--- src/rtl/frame_pixel_streamer_pkg.sv ---
// Shared types for the frame pixel streamer: state encoding, stream beat payload
// and the unsigned-to-INT8 pixel conversion.
package cnn_stream_pkg;

  localparam int unsigned PIX_W       = 8;
  localparam int unsigned IDX_W       = 8;
  localparam int unsigned INT8_OFFSET = 128;
  localparam int unsigned MIN_DIM     = 3;

  typedef enum logic [1:0] {
    IDLE,
    STREAM,
    DRAIN,
    DONE
  } state_t;

  typedef struct packed {
    logic signed [PIX_W-1:0] pixel;
    logic                    sof;
    logic                    eol;
    logic                    eof;
    logic [IDX_W-1:0]        row;
    logic [IDX_W-1:0]        col;
  } beat_t;

  // Subtracting 128 from an unsigned byte only flips its top bit.
  function automatic logic signed [PIX_W-1:0] to_int8(input logic [PIX_W-1:0] d);
    return $signed(PIX_W'(32'(d) ^ INT8_OFFSET));
  endfunction

endpackage

--- src/rtl/frame_pixel_streamer_if.sv ---
// Frame memory read port plus the outgoing pixel stream of the streamer.
interface frame_pixel_streamer_if
  import cnn_stream_pkg::*;
#(
  parameter int unsigned ADDR_W = 12
);

  logic                    mem_rd_en;
  logic [ADDR_W-1:0]       mem_rd_addr;
  logic [PIX_W-1:0]        mem_rd_data;
  logic                    pix_ready;
  logic                    valid_out;
  logic signed [PIX_W-1:0] pixel_out;
  logic                    sof;
  logic                    eol;
  logic                    eof;
  logic [IDX_W-1:0]        row_idx;
  logic [IDX_W-1:0]        col_idx;

  modport master (
    output mem_rd_en, mem_rd_addr,
    output valid_out, pixel_out, sof, eol, eof, row_idx, col_idx,
    input  mem_rd_data, pix_ready
  );

  modport slave (
    input  mem_rd_en, mem_rd_addr,
    input  valid_out, pixel_out, sof, eol, eof, row_idx, col_idx,
    output mem_rd_data, pix_ready
  );

endinterface

--- src/rtl/frame_pixel_streamer_fifo.sv ---
// Two-entry beat FIFO; the head entry drives the stream and holds while stalled.
module stream_skid_fifo
  import cnn_stream_pkg::*;
(
  input  logic       clk,
  input  logic       rst_n,
  input  logic       i_push,
  input  beat_t      i_data,
  input  logic       i_pop,
  output beat_t      o_head,
  output logic [1:0] o_count,
  output logic       o_full,
  output logic       o_empty
);

  beat_t      r_mem [2];
  logic       r_wr_ptr;
  logic       r_rd_ptr;
  logic [1:0] r_count;

  logic       w_push;
  logic       w_pop;

  // A push into a full FIFO is only legal when the head leaves in the same cycle.
  always_comb begin
    w_pop  = i_pop && (r_count != 2'd0);
    w_push = i_push && ((r_count != 2'd2) || w_pop);
  end

  always_ff @(posedge clk) begin
    if (!rst_n) begin
      r_mem[0] <= '0;
      r_mem[1] <= '0;
      r_wr_ptr <= 1'b0;
      r_rd_ptr <= 1'b0;
      r_count  <= 2'd0;
    end else begin
      if (w_push) begin
        r_mem[r_wr_ptr] <= i_data;
        r_wr_ptr        <= ~r_wr_ptr;
      end
      if (w_pop) begin
        r_rd_ptr <= ~r_rd_ptr;
      end
      r_count <= r_count + 2'(w_push) - 2'(w_pop);
    end
  end

  // Zero the head when empty so no stale flags or indices leak out.
  assign o_head  = (r_count == 2'd0) ? '0 : r_mem[r_rd_ptr];
  assign o_count = r_count;
  assign o_full  = (r_count == 2'd2);
  assign o_empty = (r_count == 2'd0);

endmodule

--- src/rtl/frame_pixel_streamer.sv ---
// Reads an unsigned frame from single-port memory and streams it as INT8 beats
// with frame markers, one pixel per clock when the consumer keeps up.
module frame_pixel_streamer
  import cnn_stream_pkg::*;
#(
  parameter int unsigned ADDR_W  = 12,
  parameter int unsigned MIN_DIM = cnn_stream_pkg::MIN_DIM
) (
  input  logic                   clk,
  input  logic                   rst_n,
  input  logic                   start,
  input  logic [IDX_W-1:0]       img_width,
  input  logic [IDX_W-1:0]       img_height,
  output logic                   busy,
  output logic                   done,
  output logic                   err_dim,
  frame_pixel_streamer_if.master bus
);

  state_t            r_state;
  logic              r_busy;
  logic              r_done;
  logic              r_err_dim;
  logic [ADDR_W-1:0] r_addr;
  logic [ADDR_W-1:0] r_last_addr;
  logic [IDX_W-1:0]  r_row;
  logic [IDX_W-1:0]  r_col;
  logic [IDX_W-1:0]  r_wm1;
  logic [IDX_W-1:0]  r_hm1;
  logic              r_pend;
  beat_t             r_pend_beat;

  logic [15:0]       w_area;
  logic              w_dim_bad;
  logic              w_pop;
  logic              w_issue;
  logic              w_eof_pop;
  logic [1:0]        w_cnt_after;
  logic [1:0]        w_count;
  logic              w_full;
  logic              w_empty;
  beat_t             w_head;
  beat_t             w_rd_beat;
  beat_t             w_push_beat;

  // Dimension check is the only multiply; the address path just counts.
  always_comb begin
    w_area    = 16'(img_width) * 16'(img_height);
    w_dim_bad = (32'(img_width) < MIN_DIM) || (32'(img_height) < MIN_DIM) ||
                (32'(w_area) > (32'(1) << ADDR_W));
  end

  // Read strobe looks at this cycle's pop so a full-rate stream fits in two slots:
  // entries left after this edge plus the read now landing must leave room.
  always_comb begin
    w_pop       = !w_empty && bus.pix_ready;
    w_eof_pop   = w_pop && w_head.eof;
    w_cnt_after = w_count + 2'(r_pend) - 2'(w_pop);
    w_issue     = (r_state == STREAM) && (w_cnt_after < 2'd2) && !(w_full && !w_pop);
  end

  // Sideband for the read being issued; it rides alongside the RAM latency.
  always_comb begin
    w_rd_beat       = '0;
    w_rd_beat.sof   = (r_row == '0) && (r_col == '0);
    w_rd_beat.eol   = (r_col == r_wm1);
    w_rd_beat.eof   = (r_row == r_hm1) && (r_col == r_wm1);
    w_rd_beat.row   = r_row;
    w_rd_beat.col   = r_col;
    w_push_beat       = r_pend_beat;
    w_push_beat.pixel = to_int8(bus.mem_rd_data);
  end

  always_ff @(posedge clk) begin
    if (!rst_n) begin
      r_state     <= IDLE;
      r_busy      <= 1'b0;
      r_done      <= 1'b0;
      r_err_dim   <= 1'b0;
      r_addr      <= '0;
      r_last_addr <= '0;
      r_row       <= '0;
      r_col       <= '0;
      r_wm1       <= '0;
      r_hm1       <= '0;
      r_pend      <= 1'b0;
      r_pend_beat <= '0;
    end else begin
      r_done    <= 1'b0;
      r_err_dim <= 1'b0;
      r_pend    <= w_issue;

      if (w_issue) begin
        r_pend_beat <= w_rd_beat;
        r_addr      <= r_addr + ADDR_W'(1);
        if (r_col == r_wm1) begin
          r_col <= '0;
          r_row <= r_row + IDX_W'(1);
        end else begin
          r_col <= r_col + IDX_W'(1);
        end
      end

      case (r_state)
        IDLE: begin
          if (start) begin
            if (w_dim_bad) begin
              r_err_dim <= 1'b1;
            end else begin
              r_wm1       <= img_width - IDX_W'(1);
              r_hm1       <= img_height - IDX_W'(1);
              r_last_addr <= ADDR_W'(w_area - 16'd1);
              r_addr      <= '0;
              r_row       <= '0;
              r_col       <= '0;
              r_busy      <= 1'b1;
              r_state     <= STREAM;
            end
          end
        end
        STREAM: begin
          if (w_issue && (r_addr == r_last_addr)) begin
            r_state <= DRAIN;
          end
        end
        DRAIN: begin
          if (w_eof_pop) begin
            r_busy  <= 1'b0;
            r_done  <= 1'b1;
            r_state <= DONE;
          end
        end
        DONE: begin
          r_state <= IDLE;
        end
        default: begin
          r_state <= IDLE;
        end
      endcase
    end
  end

  stream_skid_fifo u_fifo (
    .clk     (clk),
    .rst_n   (rst_n),
    .i_push  (r_pend),
    .i_data  (w_push_beat),
    .i_pop   (w_pop),
    .o_head  (w_head),
    .o_count (w_count),
    .o_full  (w_full),
    .o_empty (w_empty)
  );

  assign bus.mem_rd_en   = w_issue;
  assign bus.mem_rd_addr = r_addr;
  assign bus.valid_out   = !w_empty;
  assign bus.pixel_out   = w_head.pixel;
  assign bus.sof         = w_head.sof;
  assign bus.eol         = w_head.eol;
  assign bus.eof         = w_head.eof;
  assign bus.row_idx     = w_head.row;
  assign bus.col_idx     = w_head.col;

  assign busy    = r_busy;
  assign done    = r_done;
  assign err_dim = r_err_dim;

endmodule
--- src/flat_wrapper.sv ---
// flat-port wrapper written by rule: the top's interface ports become plain ports
module frame_pixel_streamer_flat import cnn_stream_pkg::*;
#(
  parameter int unsigned ADDR_W  = 12,
  parameter int unsigned MIN_DIM = cnn_stream_pkg::MIN_DIM
)
  (clk, rst_n, start, img_width, img_height, busy, done, err_dim, bus_mem_rd_en, bus_mem_rd_addr, bus_valid_out, bus_pixel_out, bus_sof, bus_eol, bus_eof, bus_row_idx, bus_col_idx, bus_mem_rd_data, bus_pix_ready);
  frame_pixel_streamer_if #(.ADDR_W(ADDR_W)) bus_i ();
  input  logic clk;
  input  logic rst_n;
  input  logic start;
  input  logic [IDX_W-1:0] img_width;
  input  logic [IDX_W-1:0] img_height;
  output logic busy;
  output logic done;
  output logic err_dim;
  output wire logic [$bits(bus_i.mem_rd_en)-1:0] bus_mem_rd_en;
  output wire logic [$bits(bus_i.mem_rd_addr)-1:0] bus_mem_rd_addr;
  output wire logic [$bits(bus_i.valid_out)-1:0] bus_valid_out;
  output wire logic [$bits(bus_i.pixel_out)-1:0] bus_pixel_out;
  output wire logic [$bits(bus_i.sof)-1:0] bus_sof;
  output wire logic [$bits(bus_i.eol)-1:0] bus_eol;
  output wire logic [$bits(bus_i.eof)-1:0] bus_eof;
  output wire logic [$bits(bus_i.row_idx)-1:0] bus_row_idx;
  output wire logic [$bits(bus_i.col_idx)-1:0] bus_col_idx;
  input wire logic [$bits(bus_i.mem_rd_data)-1:0] bus_mem_rd_data;
  input wire logic [$bits(bus_i.pix_ready)-1:0] bus_pix_ready;
  assign bus_mem_rd_en = bus_i.mem_rd_en;
  assign bus_mem_rd_addr = bus_i.mem_rd_addr;
  assign bus_valid_out = bus_i.valid_out;
  assign bus_pixel_out = bus_i.pixel_out;
  assign bus_sof = bus_i.sof;
  assign bus_eol = bus_i.eol;
  assign bus_eof = bus_i.eof;
  assign bus_row_idx = bus_i.row_idx;
  assign bus_col_idx = bus_i.col_idx;
  assign bus_i.mem_rd_data = bus_mem_rd_data;
  assign bus_i.pix_ready = bus_pix_ready;
  frame_pixel_streamer #(.ADDR_W(ADDR_W), .MIN_DIM(MIN_DIM)) u_core (.clk(clk), .rst_n(rst_n), .start(start), .img_width(img_width), .img_height(img_height), .busy(busy), .done(done), .err_dim(err_dim), .bus(bus_i));
endmodule
--- config.mk ---
export PLATFORM = sky130hd
export DESIGN_NAME = frame_pixel_streamer_flat
export DESIGN_NICKNAME = d
export VERILOG_FILES = /design/src/rtl/frame_pixel_streamer_pkg.sv /design/src/rtl/frame_pixel_streamer_if.sv /design/src/rtl/frame_pixel_streamer_fifo.sv /design/src/rtl/frame_pixel_streamer.sv /design/src/flat_wrapper.sv
export SDC_FILE = /design/constraint.sdc
export NUM_CORES = 1
export LEC_CHECK = 0
export ABC_AREA = 1
export CAP_MARGIN = 25
export CORE_ASPECT_RATIO = 1.25
export CORE_MARGIN = 2
export CORE_UTILIZATION = 60
export CTS_CLUSTER_SIZE = 20
export DETAILED_ROUTE_END_ITERATION = 7
export GPL_ROUTABILITY_DRIVEN = 0
export HOLD_SLACK_MARGIN = 0.02
export PLACE_DENSITY = 0.82
export REMOVE_ABC_BUFFERS = 1
export SYNTH_ARGS = -nofsm -noshare
export SYNTH_HDL_FRONTEND = slang
export SYNTH_HIERARCHICAL = 1
export SYNTH_SLANG_ARGS = --single-unit
--- constraint.sdc ---
create_clock -name clk -period 8.85 [get_ports clk]
set_input_delay 1.3275 -clock clk [delete_from_list [all_inputs] [get_ports clk]]
set_output_delay 1.3275 -clock clk [all_outputs]
set_load 0.01 [all_outputs]
* After elaboration in Yosys (flattened, before gate mapping) *
Memory sizes are Yosys's and may differ from the RTL's. A register that Yosys moved wholly into a read port is not among the register bits.
Cells that the tools add are included.

word-level totals
  memories = 1
  bits of input ports = 28
  output and inout bits = 44
  register bits = 85
  word-level logic and storage cells = 114
  RAM bits = 54

memories
  name                 depth  bits a word  rd ports  clocked after Yosys merged registers in  wr ports  line                             text
  u_core.u_fifo.r_mem  2      27           1         1                                        2         frame_pixel_streamer_fifo.sv:16  beat_t r_mem [2];

operators by class
  multiply operators = 1
  reductions and logical operators = 28
  bitwise gates (word level) = 4
  order comparisons = 4
  equal/unequal tests = 12
  muxes and demuxes = 35
  add/sub/neg operators = 10

operator list
  kind                   count
  $mux 8                 10
  $mux 27                2
  $mux 12                4
  $reduce_or 27->1       1
  $add 8x1->8 const B    2
  $eq 8x8->1             2
  $gt 16x13->1 const B   1
  $logic_not 8->1        2
  $lt 8x2->1 const B     2
  $mul 8x8->16           1
  $sub 8x1->8 const B    2
  $mux 1                 13
  $add 12x1->12 const B  1
  $eq 12x12->1           1
  $sub 12x1->12 const B  1
  $logic_and 1x1->1      10
  $mux 2                 4
  $ne 2x2->1 const B     4
  $pmux 2 s4             1
  $reduce_and 4->1       2
  $eq 2x2->1 const B     3
  $reduce_and 3->1       2
  $add 2x1->2            2
  $logic_not 2->1        2
  10 further kinds       19

* Logic depth before layout (Yosys ltp) *
  word-level depth = 11
  depth in mapped cells = 30
  mapped depth without buffers = 28

* Hierarchy *
Netlist, hierarchy kept.

by module, submodules not included
  module                instances  sequential area each (um2)  area each (um2)  cells each
  frame_pixel_streamer  1          1621.6                      6562.5           934
  stream_skid_fifo      1          1721.7                      2676.3           270

* Least setup slack after synthesis *
Ideal clock, no wire load.

  path type = input port to flip-flop
  from = in img_width[0]
  to = reg u_core.r_addr[8], in the netlist u_core/bus.mem_rd_addr[8]
  buffers on the path = 2
  required time = 8.742 ns
  library setup time = 0.108 ns
  stages = 27
  arrival time = 5.621 ns
  path slack = 3.121 ns
  cells stage by stage = clkbuf_1 nand2_1 fa_1 fa_1 inv_1 fa_1 inv_1 fa_1 inv_1 ha_1 nand2_1 nand2_1 a21oi_1 nand2_1 nand2_1 nand2_1 nor2_1 nand3_1 nand2_1 nand2_2 nor2_8 inv_4 nand2_4 inv_4 buf_6 nand2_1 inv_2

on the way
  longest elaborated chain between the ends = 6
  elaborated cells on any way between the ends = 8
  those cells by class = mul: 1; order compare: 2; mux: 3; reduce/logical: 2

ends and longest elaborated chain
  element                                           line                                                    text
  from (decl)                                       flat_wrapper.sv:12                                      input logic [IDX_W-1:0] img_width;
  $mul 8x8->16 or $lt 8x2->1 (tied branches)        frame_pixel_streamer.sv:48, frame_pixel_streamer.sv:49
  $gt 16x13->1 or $logic_or 1x1->1 (tied branches)  frame_pixel_streamer.sv:50, frame_pixel_streamer.sv:49
  $logic_or 1x1->1 *                                frame_pixel_streamer.sv:49                              w_dim_bad = (32'(img_width) < MIN_DIM) || (32'(img_height) < MIN_DIM) ||
  $mux 12 *                                         frame_pixel_streamer.sv:107                             if (w_dim_bad) begin
  $mux 12 *                                         frame_pixel_streamer.sv:106                             if (start) begin
  $mux 12 *                                         frame_pixel_streamer.sv:104                             case (r_state)
  to (signal assigned)                              frame_pixel_streamer.sv:95                              r_addr <= r_addr + ADDR_W'(1);
  to (decl)                                         frame_pixel_streamer.sv:24                              logic [ADDR_W-1:0] r_addr;

Mark *: on every way between the ends. The rest lies on a longest branch, timed or not.
A chain may end at the register's enable or synchronous reset.

* Worst setup path after layout *
  from = in img_width[0]
  to = reg u_core.r_col[2]

on the way
  longest elaborated chain between the ends = 6
  elaborated cells on any way between the ends = 8
  those cells by class = mul: 1; order compare: 2; mux: 3; reduce/logical: 2

ends and longest elaborated chain
  element                                           line                                                    text
  $mul 8x8->16 or $lt 8x2->1 (tied branches)        frame_pixel_streamer.sv:48, frame_pixel_streamer.sv:49
  $gt 16x13->1 or $logic_or 1x1->1 (tied branches)  frame_pixel_streamer.sv:50, frame_pixel_streamer.sv:49
  $logic_or 1x1->1 *                                frame_pixel_streamer.sv:49
  $mux 8 *                                          frame_pixel_streamer.sv:107
  $mux 8 *                                          frame_pixel_streamer.sv:106
  $mux 8 *                                          frame_pixel_streamer.sv:104
  to (signal assigned)                              frame_pixel_streamer.sv:100                             r_col <= r_col + IDX_W'(1);
  to (decl)                                         frame_pixel_streamer.sv:27                              logic [IDX_W-1:0] r_col;

Marked as above.

==> results.ini <==
[outcome]
status = complete, no violations

[final_layout]
final_cell_mix = nand2_1, inv_1, nor2_1
area_growth_pct = 14.44
final_common_cell = nand2_1
final_nets = 1367
diodes = 0
nFillCells = 1171
drive_gt1_share_pct = 5.780

[detailed_routing]
dr_wl_met3_um = 991
vias = 7572
drt-pass1-iter-count = 5
wl_met2_mm = 10.60
drc = 0
viasPerCell = 5.240
routedWlPerCell_um = 13.81
met1_length_mm = 7.685
dr.first_iter.drc_count = 488
wl_mm = 19.96
ant_nets = 0
highest_layer = met4

[critical_path]
rr_worst_depth = 16
cp.arrival_ps = 6810
r2r_start = u_core/u_fifo/o_count[1]$_SDFF_PN0_
r2r_end = u_core/r_col[6]$_SDFF_PN0_
slowest_stage = clkdlybuf4s50_1
worst-r2r-setup-slack_ps = 5330
required_ps = 9150
worstPathMaxFanout = 46
path_class = in -> reg
cp-end-kind = flop
path_common_cell = nand2_1
critical_path.startpoint = img_width[0]
worstSetupStartpointType = input pin
crit_path_max_incr_delay_ps = 710

[clock_tree]
path_clk_slew_ps = 60
postCtsHoldBufs = 0
cts_buffers = 17
postCtsSetupRepairBufs = 0
clk_path_buf_depth = 2
cts_resized = 0
clk_latency_ps = 420
clock_sinks = 140
htree_levels = 4
cts-root-buf = clkbuf_16
cts_tree = done

[floorplanning]
die_h_um = 142.7
die_area_mm2 = 0.01641
row_count = 50
core_mm2 = 0.01501
start_util_pct = 61.53
boundaryPins = 72
die_w_um = 115.0

[synthesis]
synth_enable_flop_cells = 54
async_flop_share_pct = 0
ys_seq_elements = 140
netlist-cell-type-count = 41
syn_inst = 1204
yosysWarnings = 6
ys.flop_type = dfxtp_1
synth_seq_area_share_pct = 36.19
synthesis.area_mm2 = 0.009239
syn_area_per_cell_um2 = 7.673

[power]
power.density_mw_per_mm2 = 232.4
ir_drop_v = 0.0001461
p_leak_nw = 5.134

[hold_path]
hold_end = u_core/busy$_SDFFE_PN0P_
min_path_type = reg -> reg
hold_path_depth = 2
min_from = u_core/busy$_SDFFE_PN0P_

[sta]
finalClockSkew_ps = 8.671
fin_crit_ps = 6505
timing.fmax_mhz = 153.7
rsz0062_at_grt = false
tightestPinTransition_ps = 759.2
timing.setup.tns_ps = 0
report.final.setup_viol = 0
hold_viol = 0
final_max_slew_viol_count = 0
post-route-period-util_pct = 73.50
whs_ps = 468.2
slew_headroom_pct = 49.08

[global_route]
overflow = 0
grt_pass1_vias = 7435
grt_pass1_wl_mm = 33.09
antenna_found_initial = 0
track_usage_pct = 25.26
grt_max_degree = 55

[job]
maxCapViolCount = 0

[placed_design]
port_buffers = 71
dp.final_hpwl_mm = 14.49

## per-stage QoR
stage	area (um^2)	utilization (%)	cells	total power, W	setup slack (ps)
floorplan	8985	-	1154	0.001542	3201
global placement	9963	66.36	1412	0.001758	2075
detailed placement	10020	66.73	1414	0.001793	1937
CTS	10570	70.42	1445	0.002466	2354
global route	10570	70.42	1445	0.002645	1902
finish	10570	70.42	1445	0.002457	2345
## critical path: cells and delay by family
kind	cells	cell delay [ps]
adder cells (fa/ha/maj)	5	2470
AND/OR/NAND/NOR	14	1640
buffers and inverters	6	1160
AO/OA/AOI/OAI	1	180
## power by group
part           total [W]  internal, W  switching (W)
clock network   0.000664     0.000408       0.000256
logic           0.000976     0.000364       0.000611
registers       0.000817     0.000760      0.0000571
## logic make-up (layout without fill, tap and decap cells)
kind of cell / Yosys count / count (layout) / share of synthesized area, %
XOR/XNOR: 65 / 65 / 6.243
AND/OR/NAND/NOR: 486 / 486 / 22.60
AO/OA/AOI/OAI: 131 / 131 / 7.408
flip-flops: 140 / 140 / 36.19
buffers and inverters: 294 / 353 / 12.72
adder cells (fa/ha/maj): 88 / 88 / 14.84
## cell type report
type                            instances  area [um^2]  area share [%]
Clock inverter                         13        125.1           1.183
Timing Repair Buffer                   78        803.3           7.598
Multi-Input combinational cell        770         4723           44.67
Sequential cell                       140         3343           31.62
Tap cell                              182        227.7           2.154
Clock buffer                           18        429.2           4.059
Inverter                              244        920.9           8.710
## Yosys cell counts (5+ instances only)
cell | number | area (um^2)
nand2_2 | 5 | 31.28
fa_1 | 36 | 720.7
clkbuf_1 | 24 | 90.09
inv_1 | 238 | 893.4
nor2_2 | 20 | 125.1
xnor2_1 | 29 | 254.0
nor3_1 | 13 | 65.06
o21ai_0 | 45 | 225.2
nand3_1 | 37 | 185.2
edfxtp_1 | 54 | 1622
buf_2 | 14 | 70.07
a21oi_1 | 74 | 370.4
dfxtp_1 | 86 | 1722
buf_4 | 5 | 37.54
nand4_1 | 16 | 100.1
xor2_1 | 35 | 306.5
ha_1 | 52 | 650.6
nor2_1 | 115 | 431.7
nand2_1 | 260 | 975.9
## how the worst max path moves through the flow
stage | to | slack (ps) | cells past startpoint
3_5_place_dp | u_core/r_col[2]$_SDFF_PN0_ | 1940 | 26
6_report | u_core/r_col[2]$_SDFF_PN0_ | 2340 | 26
2_1_floorplan | u_core/r_col[2]$_SDFF_PN0_ | 3200 | 25
5_1_grt | u_core/r_col[2]$_SDFF_PN0_ | 1900 | 26
3_3_place_gp | u_core/r_col[6]$_SDFF_PN0_ | 2070 | 26
4_1_cts | u_core/r_col[2]$_SDFF_PN0_ | 2350 | 26
## metal layers
metal / vias to the layer above / GRT usage, %
met4: 0 / 10.40
li1: 3784 / -
met1: 3519 / 27.57
met2: 219 / 47.59
met3: 50 / 4.414
met5: - / 0
## state kept, by name, summed over array words and instances (netlist names), named ones only
register                cells
u_core/done                 1
u_core/busy                 1
u_core/r_state              2
u_core/r_col                8
u_core/r_last_addr         12
u_core/bus.mem_rd_addr     12
u_core/u_fifo/r_rd_ptr      1
u_core/u_fifo/r_mem        54
u_core/err_dim              1
u_core/r_pend_beat         19
u_core/u_fifo/o_count       2
u_core/u_fifo/r_wr_ptr      1
u_core/r_hm1                8
u_core/r_pend               1
u_core/r_row                8
u_core/r_wm1                8
No activity file was read; power rests on OpenSTA's default activity.
